===== config.mk =====
export PLATFORM = sky130hd
export DESIGN_NAME = seg_to_hex
export DESIGN_NICKNAME = d
export VERILOG_FILES = /design/src/rtl/seg_to_hex.sv
export SDC_FILE = /design/constraint.sdc
export NUM_CORES = 1
export LEC_CHECK = 0
export BUFFER_PORTS_ARGS = -buffer_cell sky130_fd_sc_hd__buf_2
export CAP_MARGIN = 10
export CELL_PAD_IN_SITES_DETAIL_PLACEMENT = 1
export CELL_PAD_IN_SITES_GLOBAL_PLACEMENT = 1
export CORE_ASPECT_RATIO = 0.7
export CORE_UTILIZATION = 46
export DETAILED_ROUTE_END_ITERATION = 16
export GPL_TIMING_DRIVEN = 1
export PLACE_DENSITY = 0.76
export RECOVER_POWER = 100
export SETUP_SLACK_MARGIN = 0.5
export SKIP_LAST_GASP = 1
export SLEW_MARGIN = 20
export SYNTH_ARGS = -nofsm -noshare
export SYNTH_HDL_FRONTEND = slang
export SYNTH_SLANG_ARGS = --single-unit
export TNS_END_PERCENT = 20

===== constraint.sdc =====
create_clock -name clk -period 2.65 [get_ports clk]
set_input_delay 0 -clock clk [delete_from_list [all_inputs] [get_ports clk]]
set_output_delay 0 -clock clk [all_outputs]
set_load 0.05 [all_outputs]

===== src/rtl/seg_to_hex.sv =====
// seg_to_hex: recovers bytes from a multiplexed two-digit 7-segment bus.
// The bus is synchronized, filtered for a settled symbol (a run of identical
// samples), decoded to a nibble and paired low-then-high into a byte.
module seg_to_hex #(
  parameter int STABLE_CYCLES = 4
) (
  input  logic       clk,
  input  logic       rst_n,
  input  logic [7:0] seg,
  output logic [7:0] hex,
  output logic       hex_valid,
  output logic       err
);

  localparam logic [7:0] STABLE_N = 8'(STABLE_CYCLES);

  typedef enum logic {
    WAIT_LO = 1'b0,
    WAIT_HI = 1'b1
  } state_t;

  // Returns {valid, nibble}; any pattern outside the hex glyph set is invalid.
  function automatic logic [4:0] decode_seg(input logic [6:0] pat);
    logic [4:0] r;
    case (pat)
      7'h3F:   r = 5'h10;
      7'h06:   r = 5'h11;
      7'h5B:   r = 5'h12;
      7'h4F:   r = 5'h13;
      7'h66:   r = 5'h14;
      7'h6D:   r = 5'h15;
      7'h7D:   r = 5'h16;
      7'h07:   r = 5'h17;
      7'h7F:   r = 5'h18;
      7'h6F:   r = 5'h19;
      7'h77:   r = 5'h1A;
      7'h7C:   r = 5'h1B;
      7'h39:   r = 5'h1C;
      7'h5E:   r = 5'h1D;
      7'h79:   r = 5'h1E;
      7'h71:   r = 5'h1F;
      default: r = 5'h00;
    endcase
    return r;
  endfunction

  // Run length saturates so a long-held symbol never wraps into a new strobe.
  function automatic logic [7:0] sat_inc(input logic [7:0] v);
    return (v == 8'hFF) ? v : v + 8'd1;
  endfunction

  // Synchronizer and sample-fill tracking. smp*_q mark whether the matching
  // sync stage holds a real sample of seg rather than the reset value, so the
  // reset contents of sync2 never count toward a run.
  logic [7:0] sync1_q, sync1_d;
  logic [7:0] sync2_q, sync2_d;
  logic       smp1_q, smp1_d;
  logic       smp2_q, smp2_d;

  // Settle detection
  logic [7:0] run_q, run_d;
  logic       done_q, done_d;
  logic       settle;

  // Decode and reassembly
  logic [4:0] dec;
  logic       dec_ok;
  logic [3:0] dec_nib;
  logic       sel;
  state_t     state_q, state_d;
  logic [3:0] low_q, low_d;
  logic [7:0] hex_q, hex_d;
  logic       hex_valid_q, hex_valid_d;
  logic       err_q, err_d;

  // Stage 1/2: two-flop synchronizer next values.
  always_comb begin
    sync1_d = seg;
    sync2_d = sync1_q;
    smp1_d  = 1'b1;
    smp2_d  = smp1_q;
  end

  // Run counter: reload to 1 when sync2 takes a new value, else count up.
  // The strobe fires while the run equals STABLE_CYCLES and has not fired yet.
  always_comb begin
    settle = (run_q == STABLE_N) && !done_q;
    run_d  = run_q;
    done_d = done_q;
    if (smp1_q) begin
      if (!smp2_q || (sync1_q != sync2_q)) begin
        run_d  = 8'd1;
        done_d = 1'b0;
      end else begin
        run_d = sat_inc(run_q);
        if (settle) begin
          done_d = 1'b1;
        end
      end
    end
  end

  // Decode the settled symbol sitting in sync2.
  always_comb begin
    dec     = decode_seg(sync2_q[6:0]);
    dec_ok  = dec[4];
    dec_nib = dec[3:0];
    sel     = sync2_q[7];
  end

  // Pairing FSM: low digit first, then high digit completes the byte.
  // An undecodable symbol aborts the frame without touching hex.
  always_comb begin
    state_d     = state_q;
    low_d       = low_q;
    hex_d       = hex_q;
    hex_valid_d = 1'b0;
    err_d       = 1'b0;
    if (settle) begin
      if (!dec_ok) begin
        err_d   = 1'b1;
        low_d   = 4'h0;
        state_d = WAIT_LO;
      end else begin
        case (state_q)
          WAIT_LO: begin
            if (!sel) begin
              low_d   = dec_nib;
              state_d = WAIT_HI;
            end
          end
          WAIT_HI: begin
            if (sel) begin
              hex_d       = {dec_nib, low_q};
              hex_valid_d = 1'b1;
              state_d     = WAIT_LO;
            end else begin
              low_d = dec_nib;
            end
          end
          default: state_d = WAIT_LO;
        endcase
      end
    end
  end

  // All state registers; reset clears everything, including any partial frame.
  always_ff @(posedge clk or negedge rst_n) begin
    if (!rst_n) begin
      sync1_q     <= 8'h00;
      sync2_q     <= 8'h00;
      smp1_q      <= 1'b0;
      smp2_q      <= 1'b0;
      run_q       <= 8'd0;
      done_q      <= 1'b0;
      state_q     <= WAIT_LO;
      low_q       <= 4'h0;
      hex_q       <= 8'h00;
      hex_valid_q <= 1'b0;
      err_q       <= 1'b0;
    end else begin
      sync1_q     <= sync1_d;
      sync2_q     <= sync2_d;
      smp1_q      <= smp1_d;
      smp2_q      <= smp2_d;
      run_q       <= run_d;
      done_q      <= done_d;
      state_q     <= state_d;
      low_q       <= low_d;
      hex_q       <= hex_d;
      hex_valid_q <= hex_valid_d;
      err_q       <= err_d;
    end
  end

  assign hex       = hex_q;
  assign hex_valid = hex_valid_q;
  assign err       = err_q;

endmodule


# Yosys cells after proc, flatten, opt, wreduce, memory -nomap -nowiden
# Index checks and enable logic that the tools add are counted.
totals:
  register_bits: 42
  inputBits: 10
  out_inout_bits: 10
  word_cells: 57
classes:
  add_sub_neg: 1
  n_eq_ne: 21
  n_mux: 15
  n_reduce_logical: 9
ops:
  columns: ["op", "n"]
  rows:
  - ["== test 7 bit (second input constant)", 12]
  - ["one-hot mux 5 bit (16 select lines)", 1]
  - ["two-way mux 8 bit", 2]
  - ["== test 7 x 3 -> 1 bit (second input constant)", 2]
  - ["== test 7 x 6 -> 1 bit (second input constant)", 2]
  - ["two-way mux 1 bit", 10]
  - ["adder 8 x 1 -> 8 bit (second input constant)", 1]
  - ["== test 8 x 3 -> 1 bit (second input constant)", 1]
  - ["== test 8 bit (second input constant)", 1]
  - ["two-way mux 4 bit", 2]
  - ["!= test 8 bit", 1]
  - ["AND reduction 2 bit", 3]
  - ["!= test 2 bit (second input constant)", 2]
  - ["AND reduction 4 bit", 1]
  - ["logical NOT 1 bit", 2]
  - ["nonzero test 2 bit", 1]
  - ["logical AND 1 bit", 1]
  - ["logical OR 1 bit", 1]

# Logic depth before layout (Yosys ltp)
# Gate-level depths: netlist (run 1).
logic_depth:
  ltp_word: 4
  mapped_depth: 7
  mapped_depth_nobuf: 7

# Least setup slack after synthesis (run 1)
# Ideal clock, no wire load.
synth_timing:
  path_kind: "reg-to-reg"
  startpoint: "register run_q[0]"
  endpoint: "register hex_q[0], in the netlist hex[0]"
  setup_ps: 125
  arrival_time_ps: 1771
  required_time_ps: 2525
  setup_slack_ps: 754
  stages_incl_launch_ff: 8
  path_buffers: 0
  period_less_slack_ps: 1896
  path_cell_list: "dfrtp_1 > inv_1 > ha_1 > nor4b_2 > and2_1 > nand3_1 > a31oi_4 > mux2_4"
synth_between:
  elab_chain_cells: 3
synth_lines:
  columns: ["item", "line", "text"]
  rows:
  - ["start: declaration", "61", "logic [7:0] run_q, run_d;"]
  - ["start signal: assignment", "166", "run_q <= run_d;"]
  - ["== test 8 x 3 -> 1 bit", "87", "settle = (run_q == STABLE_N) && !done_q;"]
  - ["logical AND 1 bit", "87", null]
  - ["AND reduction 4 bit (no line)", null, null]
  - ["end signal: assignment", "158", "hex_q <= 8'h00;"]
  - ["end signal: assignment", "170", "hex_q <= hex_d;"]
  - ["end: declaration", "72", "logic [7:0] hex_q, hex_d;"]
# No other way between the ends.
# A chain may end at the register's enable or synchronous reset.

# Worst setup path after layout (run 1)
layout_timing:
  startpoint: "register sync2_q[6]"
  endpoint: "register hex_q[4], in the netlist hex[4]"
layout_between:
  elab_chain_cells: 3
  word_cells_on_any_way: 18
  classes_between: "16 x eq/ne; 1 x mux; 1 x reduce/logical"
layout_lines:
  columns: ["item", "line", "text"]
  rows:
  - ["start: declaration", "56", "logic [7:0] sync2_q, sync2_d;"]
  - ["start signal: assignment", "163", "sync2_q <= sync2_d;"]
  - ["== test 7 bit (tied with other cells)", "25", "case (pat)"]
  - ["one-hot mux 5 bit (16 select lines) *", "25", null]
  - ["AND reduction 4 bit (no line)", null, null]
# Every way passes the cells marked *; elsewhere a longest branch is shown, timed or not.

==> results of run 1 <==
## flip-flops by register name, indices dropped and copies added (netlist names)
signal     count
hex_valid      1
sync1_q        8
sync2_q        8
run_q          8
done_q         1
hex            8
smp2_q         1
state_q        1
err            1
low_q          4
smp1_q         1
## final timing paths
| check | slack (ns) | depth (start not counted) | start | endpoint |
|---|---|---|---|---|
| worst min register to register | 0.40 | 0 | sync1_q[1]$_DFF_PN0_ | sync2_q[1]$_DFF_PN0_ |
| worst max-delay path | 0.43 | 6 | sync2_q[6]$_DFF_PN0_ | hex[4]$_DFFE_PN0P_ |
| worst min-delay path | 0.35 | 2 | seg[7] | sync1_q[7]$_DFF_PN0_ |
| max in group asynchronous | 1.55 | 2 | rst_n | sync2_q[2]$_DFF_PN0_ |
| min in group asynchronous | 0.41 | 2 | rst_n | hex[6]$_DFFE_PN0P_ |
| worst max register to register | 0.43 | 6 | sync2_q[6]$_DFF_PN0_ | hex[4]$_DFFE_PN0P_ |
## metal layers
layer / wire, microns / up-vias / track usage
met5: 0 / - / 0
met2: 2161 / 27 / 0.3478
met3: 148 / 6 / 0.04628
met4: 34 / 0 / 0.05172
li1: - / 761 / -
met1: 2417 / 783 / 0.3011
## layout make-up
type                            instances  area [sq um]
Multi-Input combinational cell        136         975.9
Timing Repair Buffer                   29         176.4
Fill cell                             488          2004
Clock buffer                            5         68.82
Tap cell                               55         68.82
Clock inverter                          3         21.27
Sequential cell                        42          1059
Inverter                                8         30.03
## report_power, final
| group | leakage, uW | switching [uW] | total [uW] | internal (uW) |
|---|---|---|---|---|
| Sequential | 0.000534 | 33.7 | 689 | 655 |
| Clock | 0.0000441 | 225 | 410 | 185 |
| Combinational | 0.000401 | 39.2 | 79.4 | 40.2 |
## cells in the final DEF (no fill, tap or decap), types with 2 or more instances in the layout
master         netlist  routed
o21ai_0              5       5
nand4_1              3       3
mux2_1               1       5
nand2b_1             3       3
nor3_1               4       5
o31ai_1              2       2
o211ai_1             3       3
a31oi_1              3       3
nand3_1              9       8
dfrtp_1             42      36
clkbuf_8             0       5
nor2_1               8       8
dlygate4sd3_1        0       9
nor4_1               2       2
o2bb2ai_1            2       2
o22a_1               2       2
nand2_1             22      22
buf_2                2       8
xnor2_1             10      10
a21oi_1              9      10
clkbuf_1             4      11
a41oi_1              2       2
inv_1                8       8
ha_1                 2       2
mux2i_1              4       4
and3_1               4       4
dfrtp_2              0       6
and2_0               0       2
o22ai_1              2       2
## what timing repair did
item                                    in CTS  in global routing
buffers inserted                             1                  0
cloned                                       0                  0
endpoints found under the setup margin       4                 12
pin swaps                                    1                  0
hold buffers                                 9                  0
hold endpoints to repair                    50                  0
gates resized for setup                      2                  8
## kinds of logic after synthesis
kind of cell,Yosys count,share of synthesized area
AO/OA/AOI/OAI,41,0.1492
XOR/XNOR,10,0.04110
adder cells (fa/ha/maj),2,0.01174
buffers and inverters,19,0.04521
flip-flops,42,0.4932
multiplexers,9,0.05226
other,1,0.001760
AND/OR/NAND/NOR,73,0.2055
## through the flow
stage | total power, uW | cell area (sq um) | utilization
finish | 1178 | 2400 | 0.5449
global route | 1227 | 2400 | 0.5449
floorplan | 742.4 | 2131 | -
detailed placement | 770.5 | 2228 | 0.5060
global placement | 764.7 | 2228 | 0.5060
CTS | 1191 | 2419 | 0.5491
==> summary.txt, run 1 <==
Synth
  • Top cells by count, synth: dfrtp_1, nand2_1, xnor2_1
  • Synthesized flop and latch total: 42
  • Post-synthesis cell type count: 55
  • Yosys top cell area share: 0.4932
  • Synthesized area: approximately 2100 sq um
  • Syn Inst Count: between 150 and 200
  • Ys flop type: dfrtp_1
  • Top-count cell post-synth: dfrtp_1
  • Synth area leader: dfrtp_1
  • Synthesized area per cell: between 10 and 15 sq um
  • Seq/Total Area, Yosys: 0.4932
  • Yosys warnings: 0
  • Post-Syn Nets: around 210
  • Ys async rst share: 1.000
  • Post-synth EDFFs: 0
  • Ranking of synthesized cells by area: dfrtp_1, xnor2_1, nand2_1

Routing
  • DR vias/cell: 5.673
  • Final antenna-violating net count: 0
  • Final wirelength: about 4800 microns
  • First DRT Iteration DRCs: between 100 and 150
  • Via count: approximately 1600
  • # DRC: 0
  • Average wire per standard cell: 17.13 microns
  • Drt pass-1 iters: 4

Die
  • FP Rows: 20
  • DIE AREA: 4913 sq um
  • Die X: 83.35 microns
  • Starting Density: 0.4838
  • Die Ht: a little under 60 microns
  • I/O Pins: 20
  • Core area: about 4400 sq um

Worst setup path
  • CP Max Fanout: 11
  • Element type at the critical path start: flip-flop
  • CP Capture Type: flip-flop
  • Buf/Inv on CP: 1
  • Worst path top cell family by delay: compound AO/OA/AOI/OAI gates
  • Slowest-stage cell, CP: dfrtp_1
  • Max incr delay on CP: 0.53 ns
  • Critical Path AT: 2.38 ns
  • CP Data Required Time: ~2.8 ns
  • Crit path kind: reg2reg
  • CP Cell Sequence: and2_0 -> mux2_1 -> a21oi_1 -> a31oi_4 -> clkbuf_1 -> mux2i_1

Place
  • Pre-CTS setup slack: about 0.43 ns
  • Port bufs: 19
  • Placer Congestion: approximately 0.77
  • Placed cells: 260
  • Detailed Place HPWL: between 3000 and 4000 microns

GRT
  • Initial antenna violation count: 0
  • Pin count of the biggest net entering global routing: 43
  • Overflow after GRT: 0
  • First-pass GRT wire length: just over 8000 microns
  • GRT Overall Usage: 0.2152
  • Vias in the first global route: 1622

Layout
  • Diodes inserted: 0
  • Area Growth Syn to Fin: 12.62%
  • Nets: roughly 230
  • Non-filler cells, final: ~280
  • Ratio of cells with drive above 1 in the final layout: 0.1480

Timing
  • RSZ-0062 raised after global routing: no
  • Slew at the pin with the worst max-slew slack: between 1 and 1.5 ns
  • Hold Slack: 0.3468 ns
  • Ratio of final minimum period to clock period: 0.8365
  • Slew Limit Fails: 0
  • Max transition margin: 0.3265
  • Fin Setup TNS: 0 ns
  • Min cycle time layout: roughly 2.2 ns
  • Clk_skew: between 0.009 and 0.01 ns
  • Final hold viol count: 0
  • Post-route setup slack: 0.4334 ns
  • Max Clk Rate: about 450 MHz
  • Finish-stage setup viols: 0

Flow run
  • Max-cap viol count: 0

Clock network
  • Max Root-Sink Buffers: 2
  • Worst skew pair latency: 0.29 ns
  • Clock transition at path regs: 0.09 ns
  • Root Driver: clkbuf_8
  • Number of H-tree levels: 2
  • CTS sink count: 42
  • CTS Buf Count: 5
  • CTS tree: done

Pwr
  • Pleak: 0.0009792 uW
  • VDD IR max: 0.0002377 V
  • Power Density: 491.0 nW/um^2

Status
  • Status: complete, no violations

Worst hold path
  • Hold Crit Class: in2reg
(Power assumes the default switching activity.)
==> inputs of run 2 (changes only) <==
Settings changed: CORE_UTILIZATION 46 to 42, PLACE_DENSITY 0.76 to 0.73.
Clock period 2.65 ns to 1.8 ns, I/O delays scaled along.
==> run 2 against run 1 <==
  * The flow now finishes with violations (setup timing)
  * Clock skew decreased by 0.00093 ns
  * Flip-flop and latch count stayed put
  * First-iteration DRC count down 13%
  * Utilization is 4.8 points higher
  * Clock-buffer cell count up 2
  * Via count is 14% higher
  * Setup slack got worse by 0.62 ns
  * Critical path type unchanged
==> summary.txt, run 2 (synthesized netlist as in run 1, its figures left out) <==
Place
  • Placed cells: 316 (+22%)
  • Port bufs: 19 (unchanged)
  • Placer Congestion: 0.8903 (+16%)
  • Detailed Place HPWL: 4260 microns (+25%)
  • Dpl cell area: 2566 sq um (+15%)

Clock network
  • Root Driver: clkbuf_8
  • Max Root-Sink Buffers: 2 (unchanged)
  • Number of H-tree levels: 2 (unchanged)
  • Worst skew pair latency: 0.30 ns (about the same)
  • Clock transition at path regs: 0.08 ns (about the same)
  • CTS tree: done
  • CTS sink count: 42 (unchanged)
  • CTS Buf Count: 5 (unchanged)

Die
  • DIE AREA: 5366 sq um (+9.2%)
  • Die Ht: 61.59 microns (+4.5%)
  • Die X: 87.13 microns (+4.5%)
  • Core area: 4835 sq um (+9.8%)
  • I/O Pins: 20 (unchanged)
  • FP Rows: 21 (+5.0%)
  • Starting Density: 0.4407 (-0.04307)

Status
  • Failing checks: setup timing
  • Status: finished, violations left

Routing
  • Final wirelength: 5768 microns (+21%)
  • Drt pass-1 iters: 4 (unchanged)
  • Final antenna-violating net count: 0 (unchanged)
  • Via count: 1795 (+14%)
  • First DRT Iteration DRCs: 108 (-13%)
  • Average wire per standard cell: 17.12 microns (about the same)
  • DR vias/cell: 5.326 (-6.1%)
  • # DRC: 0 (unchanged)

Worst setup path
  • CP Capture Type: flip-flop
  • Element type at the critical path start: flip-flop
  • Buf/Inv on CP: 2 (+1)
  • Critical Path AT: 2.17 ns (-0.21 ns)
  • CP Max Fanout: 5 (-6)
  • Reg-to-Reg Start: sync2_q[0]$_DFF_PN0_
  • Worst-case reg-to-reg path depth: 7 (+1)
  • CP Data Required Time: 1.97 ns (-0.84 ns)
  • CP dominant cell by count: buf_6
  • Crit path kind: reg2reg
  • Worst path top cell family by delay: compound AO/OA/AOI/OAI gates
  • RR Endpoint: hex[1]$_DFFE_PN0P_
  • Worst reg-to-reg setup slack: -0.19 ns (-0.62 ns)
  • Max incr delay on CP: 0.41 ns (-0.12 ns)
  • CP Cell Sequence: buf_6 -> and4b_1 -> o311ai_4 -> o311a_4 -> a31oi_4 -> buf_6 -> mux2_4
  • Slowest-stage cell, CP: dfrtp_1

GRT
  • First-pass GRT wire length: 9163 microns (+13%)
  • Initial antenna violation count: 0 (unchanged)
  • Pin count of the biggest net entering global routing: 43 (unchanged)
  • Overflow after GRT: 0 (unchanged)
  • Vias in the first global route: 1934 (+19%)
  • GRT Overall Usage: 0.2324 (+0.01714)

Timing
  • Slew Limit Fails: 0 (unchanged)
  • Clk_skew: 0.008759 ns (-0.0009255 ns)
  • Fin Setup TNS: -1.657 ns (-1.657 ns)
  • RSZ-0062 raised after global routing: yes
  • Finish-stage setup viols: 14 (+14)
  • Final hold viol count: 0 (unchanged)
  • Ratio of final minimum period to clock period: 1.106 (+0.2698)
  • Max Clk Rate: 502.2 MHz (+11%)
  • Post-route setup slack: -0.1912 ns (-0.6246 ns)
  • Max transition margin: 0.3035 (-0.02299)
  • Slew at the pin with the worst max-slew slack: 1.045 ns (+0.03449 ns)
  • Min cycle time layout: 1.991 ns (-0.2254 ns)

Layout
  • Final core area utilization: 0.5927 (+0.04776)
  • Ratio of cells with drive above 1 in the final layout: 0.3172 (+0.1692)
  • Commonest non-fill, non-tap cell in the layout: dfrtp_1
  • Nets: 279 (+19%)
  • Diodes inserted: 0 (unchanged)
  • Non-filler cells, final: 337 (+21%)
  • Area Growth Syn to Fin: 34.47%
  • Fillers: 564 (+16%)
  • Most frequent cells in the layout: dfrtp_1, buf_4, nand2_1, clkbuf_1
  • Design Area, Final: 2865 sq um (+19%)

Pwr
  • Power Density: 669.6 nW/um^2 (+36%)
  • Pleak: 0.001239 uW (+27%)
  • VDD IR max: 0.0003977 V (+67%)

Worst hold path
  • Hold EP: sync1_q[7]$_DFF_PN0_
  • Hold Crit Class: in2reg
  • Hold depth: 2 (unchanged)
  • Hold Crit Start: seg[7]

Flow run
  • Max-cap viol count: 0 (unchanged)
-- run 2: power by group --
part           internal [uW]  total, uW  switching (uW)
clock network            415        722             308
logic                    105        207             102
registers                964        989            25.1
total                   1480       1920             435
-- run 2: per-stage QoR --
| stage | total power (uW) | worst slack (ns) | hold slack [ns] |
|---|---|---|---|
| after global placement | 1172 | -0.07791 | 0.08320 |
| after floorplan | 1093 | -0.08254 | -0.2956 |
| final | 1919 | -0.1912 | 0.3406 |
| after detailed placement | 1183 | -0.2130 | 0.09306 |
| after global routing | 1998 | -0.2497 | 0.3396 |
| after CTS | 1925 | -0.2208 | 0.3207 |
-- run 2: per-layer routing --
layer,track usage,vias to the layer above,share of wire
met2,0.4263,42,0.50
met1,0.2817,896,0.45
met5,0,-,0
met3,0.04826,8,0.035
met4,0.07260,0,0.014
li1,-,849,-
-- run 2: repair_timing --
action | in CTS | in global routing
endpoints found under the setup margin | 24 | 24
cloned | 0 | 0
setup buffers | 4 | 0
resized for setup | 3 | 15
endpoints found under the hold margin | 50 | 0
pin swaps | 3 | 6
hold buffers | 9 | 0
-- run 2: how the worst max path moves through the flow --
stage               slack (ns)                 end  depth (start not counted)            startpoint
floorplan                -0.08  hex[0]$_DFFE_PN0P_                          5  sync2_q[5]$_DFF_PN0_
CTS                      -0.22  hex[1]$_DFFE_PN0P_                          6  sync2_q[0]$_DFF_PN0_
detailed placement       -0.21  hex[5]$_DFFE_PN0P_                          7  sync2_q[1]$_DFF_PN0_
global placement         -0.08  hex[2]$_DFFE_PN0P_                          5  sync2_q[0]$_DFF_PN0_
finish                   -0.19  hex[1]$_DFFE_PN0P_                          7  sync2_q[0]$_DFF_PN0_
global route             -0.25  hex[1]$_DFFE_PN0P_                          7  sync2_q[0]$_DFF_PN0_
-- run 2: layout make-up --
cell class                 instances  area, sq um  share of cell area
sequential                        42         1052              0.3672
timing repair buffer              74        535.5              0.1869
multi-input combinational        136         1055              0.3681
clock buffer                       7        76.32             0.02664
inverter                           8        30.03             0.01048
clock inverter                     1        30.03             0.01048
tap                               69        86.33             0.03013
==> inputs of run 3 (changes only) <==
Settings changed: ABC_AREA set to 1, CORE_UTILIZATION 42 to 39, PLACE_DENSITY 0.73 to 0.72, SKIP_LAST_GASP 1 to unset.
==> run 3 against run 2 <==
  * Setup slack better by 0.33 ns
  * First-iteration DRC count down 21%
  * Hold slack better by 0.0063 ns
  * Register-to-register slack better by 0.33 ns
  * Non-clock buffer count down 33
  * The run now ends clean
  * Design area down 11%
  * Combinational power down 31%
  * Clock skew down 0.0015 ns
  * Clock-buffer cell count down 1
  * Synthesized area down 5.2%
  * Global-route usage down 2.1 points
  * Critical path depth up 3
  * Highest routed layer unchanged
==> summary.txt, run 3 <==
Status
  • Status: complete, no violations

Layout
  • Fillers: 610 (+8.2%)
  • FF+latch area: 1057 sq um (+0.48%)
  • Multi-input gate area: 889.6 sq um (-16%)
  • Most frequent cells in the layout: nand2_1, dfrtp_1, nand3_1, inv_1, nor2_1
  • Ratio of cells with drive above 1 in the final layout: 0.1931 (-0.1241)
  • Non-filler cells, final: 359 (+6.5%)
  • Final core area utilization: 0.5218 (-0.07089)
  • Nets: 302 (+8.2%)
  • Area Growth Syn to Fin: 26.27%
  • Diodes inserted: 0 (unchanged)
  • Commonest non-fill, non-tap cell in the layout: nand2_1

Timing
  • Fin Setup TNS: 0 ns (+1.657 ns)
  • Ratio of final minimum period to clock period: 0.9251 (-0.1811)
  • Clk_skew: 0.007248 ns (-0.001510 ns)
  • Hold Slack: 0.3469 ns (+0.006323 ns)
  • Finish-stage setup viols: 0 (-14)
  • RSZ-0062 raised after global routing: yes
  • Post-route setup slack: 0.1348 ns (+0.3260 ns)
  • Slew Limit Fails: 0 (unchanged)
  • Max Clk Rate: 600.5 MHz (+20%)
  • Max transition margin: 0.3133 (+0.009792)
  • Slew at the pin with the worst max-slew slack: 1.030 ns (-0.01469 ns)
  • Final hold viol count: 0 (unchanged)
  • Min cycle time layout: 1.665 ns (-0.3260 ns)

Pwr
  • Switching share of power: 0.2294 (+0.002629)
  • Power share of the clock group: 0.402 (+0.025)
  • Logic pwr share: 0.075 (-0.033)
  • Sw Pwr: 436.8 uW (+0.42%)
  • VDD IR max: 0.0003647 V (-8.3%)
  • Sequential power share: 0.523 (+0.008)
  • Pleak: 0.001380 uW (+11%)
  • Internal power: 1468 uW (-1.1%)
  • Power Density: 746.9 nW/um^2 (+12%)

Synth
  • Syn Inst Count: 246 (+25%)
  • Ys flop type: dfrtp_1
  • Top cells by count, synth: nand2_1, dfrtp_1, nand3_1
  • Post-synthesis cell type count: 23 (-58%)
  • Top-count cell post-synth: nand2_1
  • Synthesized area: 2019 sq um (-5.2%)
  • Synthesized flop and latch total: 42 (unchanged)
  • Ranking of synthesized cells by area: dfrtp_1, nand2_1, nand3_1
  • Yosys top cell area share: 0.5204 (+0.02720)
  • Synthesized area per cell: 8.209 sq um (-24%)
  • Post-Syn Nets: 258 (+23%)
  • Synth area leader: dfrtp_1
  • Seq/Total Area, Yosys: 0.5204 (+0.02720)
  • Yosys warnings: 0 (unchanged)
  • Ys async rst share: 1.000 (unchanged)
  • Post-synth EDFFs: 0 (unchanged)

Clock network
  • Worst skew pair latency: 0.30 ns (about the same)
  • CTS tree: done
  • Max Root-Sink Buffers: 2 (unchanged)
  • Number of H-tree levels: 2 (unchanged)
  • CTS Buf Count: 5 (unchanged)
  • CTS sink count: 42 (unchanged)
  • Root Driver: clkbuf_8
  • Clock transition at path regs: 0.08 ns (about the same)

GRT
  • Grt met3 use: 0.06383 (+0.01557)
  • Pin count of the biggest net entering global routing: 43 (unchanged)
  • Vias in the first global route: 1793 (-7.3%)
  • GRT Overall Usage: 0.2118 (-0.02053)
  • First-pass GRT wire length: 8625 microns (-5.9%)
  • Most used routing layer: met2
  • Grt met1 use: 0.2966 (+0.01480)
  • Overflow after GRT: 0 (unchanged)
  • Initial antenna violation count: 0 (unchanged)
  • Met2 usage: 0.3149 (-0.1114)

Worst setup path
  • CP Capture Type: flip-flop
  • Crit path kind: reg2reg
  • Element type at the critical path start: flip-flop
  • Critical Path AT: 1.86 ns (-0.31 ns)
  • CP Data Required Time: 1.99 ns (+0.02 ns)
  • CP Max Fanout: 9 (+4)

Place
  • Port bufs: 19 (unchanged)
  • Detailed Place HPWL: 3647 microns (-14%)
  • Pre-CTS setup slack: 0.03544 ns (+0.2484 ns)
  • Placed cells: 336 (+6.3%)
  • Placer Congestion: 0.8813 (-1.0%)

Die
  • I/O Pins: 20 (unchanged)
  • FP Rows: 21 (unchanged)
  • Die Ht: 62.21 microns (+1.0%)
  • Starting Density: 0.4132 (-0.02752)
  • Core area: 4887 sq um (+1.1%)
  • DIE AREA: 5474 sq um (+2.0%)
  • Die X: 88.01 microns (+1.0%)

Routing
  • Average wire per standard cell: 14.34 microns (-16%)
  • Via count: 1754 (-2.3%)
  • Final antenna-violating net count: 0 (unchanged)
  • First DRT Iteration DRCs: 85 (-21%)
  • Final wirelength: 5149 microns (-11%)
  • DR vias/cell: 4.886 (-8.3%)
  • # DRC: 0 (unchanged)
  • Drt pass-1 iters: 4 (unchanged)

Flow run
  • Max-cap viol count: 0 (unchanged)

Worst hold path
  • Hold Crit Class: in2reg
==> run 3: cell count changes after synthesis, moves of 8 or more <==
cell / previous run / this run
nand2_1: 22 / 69
xnor2_1: 10 / 1
nand4_1: 3 / 11
nor2_1: 8 / 21
nand3_1: 9 / 36
inv_1: 8 / 29
==> run 3: cell families after synthesis <==
family / Yosys count / synth area share
XOR/XNOR: 8 / 0.03470
buffers and inverters: 36 / 0.07001
AND/OR/NAND/NOR: 147 / 0.3346
AO/OA/AOI/OAI: 10 / 0.02602
adder cells (fa/ha/maj): 2 / 0.01239
flip-flops: 42 / 0.5204
other: 1 / 0.001857
==> run 3: power groups by stage <==
| stage | clock (uW) | combinational (uW) | sequential [uW] |
|---|---|---|---|
| 3_3_place_gp | 0 | 114 | 1010 |
| 3_5_place_dp | 0 | 117 | 1010 |
| 6_report | 765 | 143 | 996 |
| 5_1_grt | 832 | 161 | 1000 |
| 4_1_cts | 791 | 140 | 994 |
| 2_1_floorplan | 0 | 69.9 | 1000 |
==> run 3: cell type report <==
type / instances / share of cell area
repair buffers: 41 / 0.1114
clock inverters: 1 / 0.01178
inverters: 32 / 0.04710
multi-input cells: 168 / 0.3489
flip-flops and latches: 42 / 0.4146
well taps: 69 / 0.03386
clock buffers: 6 / 0.03238
==> run 3: metrics by stage <==
step                cell area (sq um)  power, uW
CTS                              2516       1926
global placement                 2237       1124
detailed placement               2237       1130
floorplan                        2023       1071
finish                           2550       1905
global route                     2550       1993
==> run 3: timing repair <==
item                       CTS  global route
pin swaps                    2             6
setup endpoints to repair   24            24
hold buffers                 9             0
hold endpoints to repair    50             0
buffers inserted             4             3
resized for setup           11            13
==> run 3: worst paths after layout <==
kind | startpoint | end | slack, ns | cells past startpoint
worst min register to register | sync1_q[5]$_DFF_PN0_ | sync2_q[5]$_DFF_PN0_ | 0.38 | 0
worst min-delay path | seg[0] | sync1_q[0]$_DFF_PN0_ | 0.35 | 2
max in group asynchronous | rst_n | sync2_q[3]$_DFF_PN0_ | 0.59 | 3
min in group asynchronous | rst_n | low_q[3]$_DFFE_PN0P_ | 0.51 | 3
worst max-delay path | run_q[0]$_DFFE_PN0P_ | hex[7]$_DFFE_PN0P_ | 0.13 | 10
worst max register to register | run_q[0]$_DFFE_PN0P_ | hex[7]$_DFFE_PN0P_ | 0.13 | 10
==> run 3: worst max-delay path, stage by stage (launching register included) <==
cell and delay (ns):
dfrtp_1 0.42, inv_1 0.07, ha_1 0.15, nand3_2 0.10, nor3_4 0.23, inv_2 0.08
nor3_4 0.15, buf_12 0.15, nand2_4 0.08, nand2_1 0.08, nand2_1 0.04
==> run 3: layer usage <==
layer,part of all wire,up-vias
li1,-,868
met1,0.49,835
met2,0.44,43
met3,0.058,8
met4,0.013,0
met5,0,-
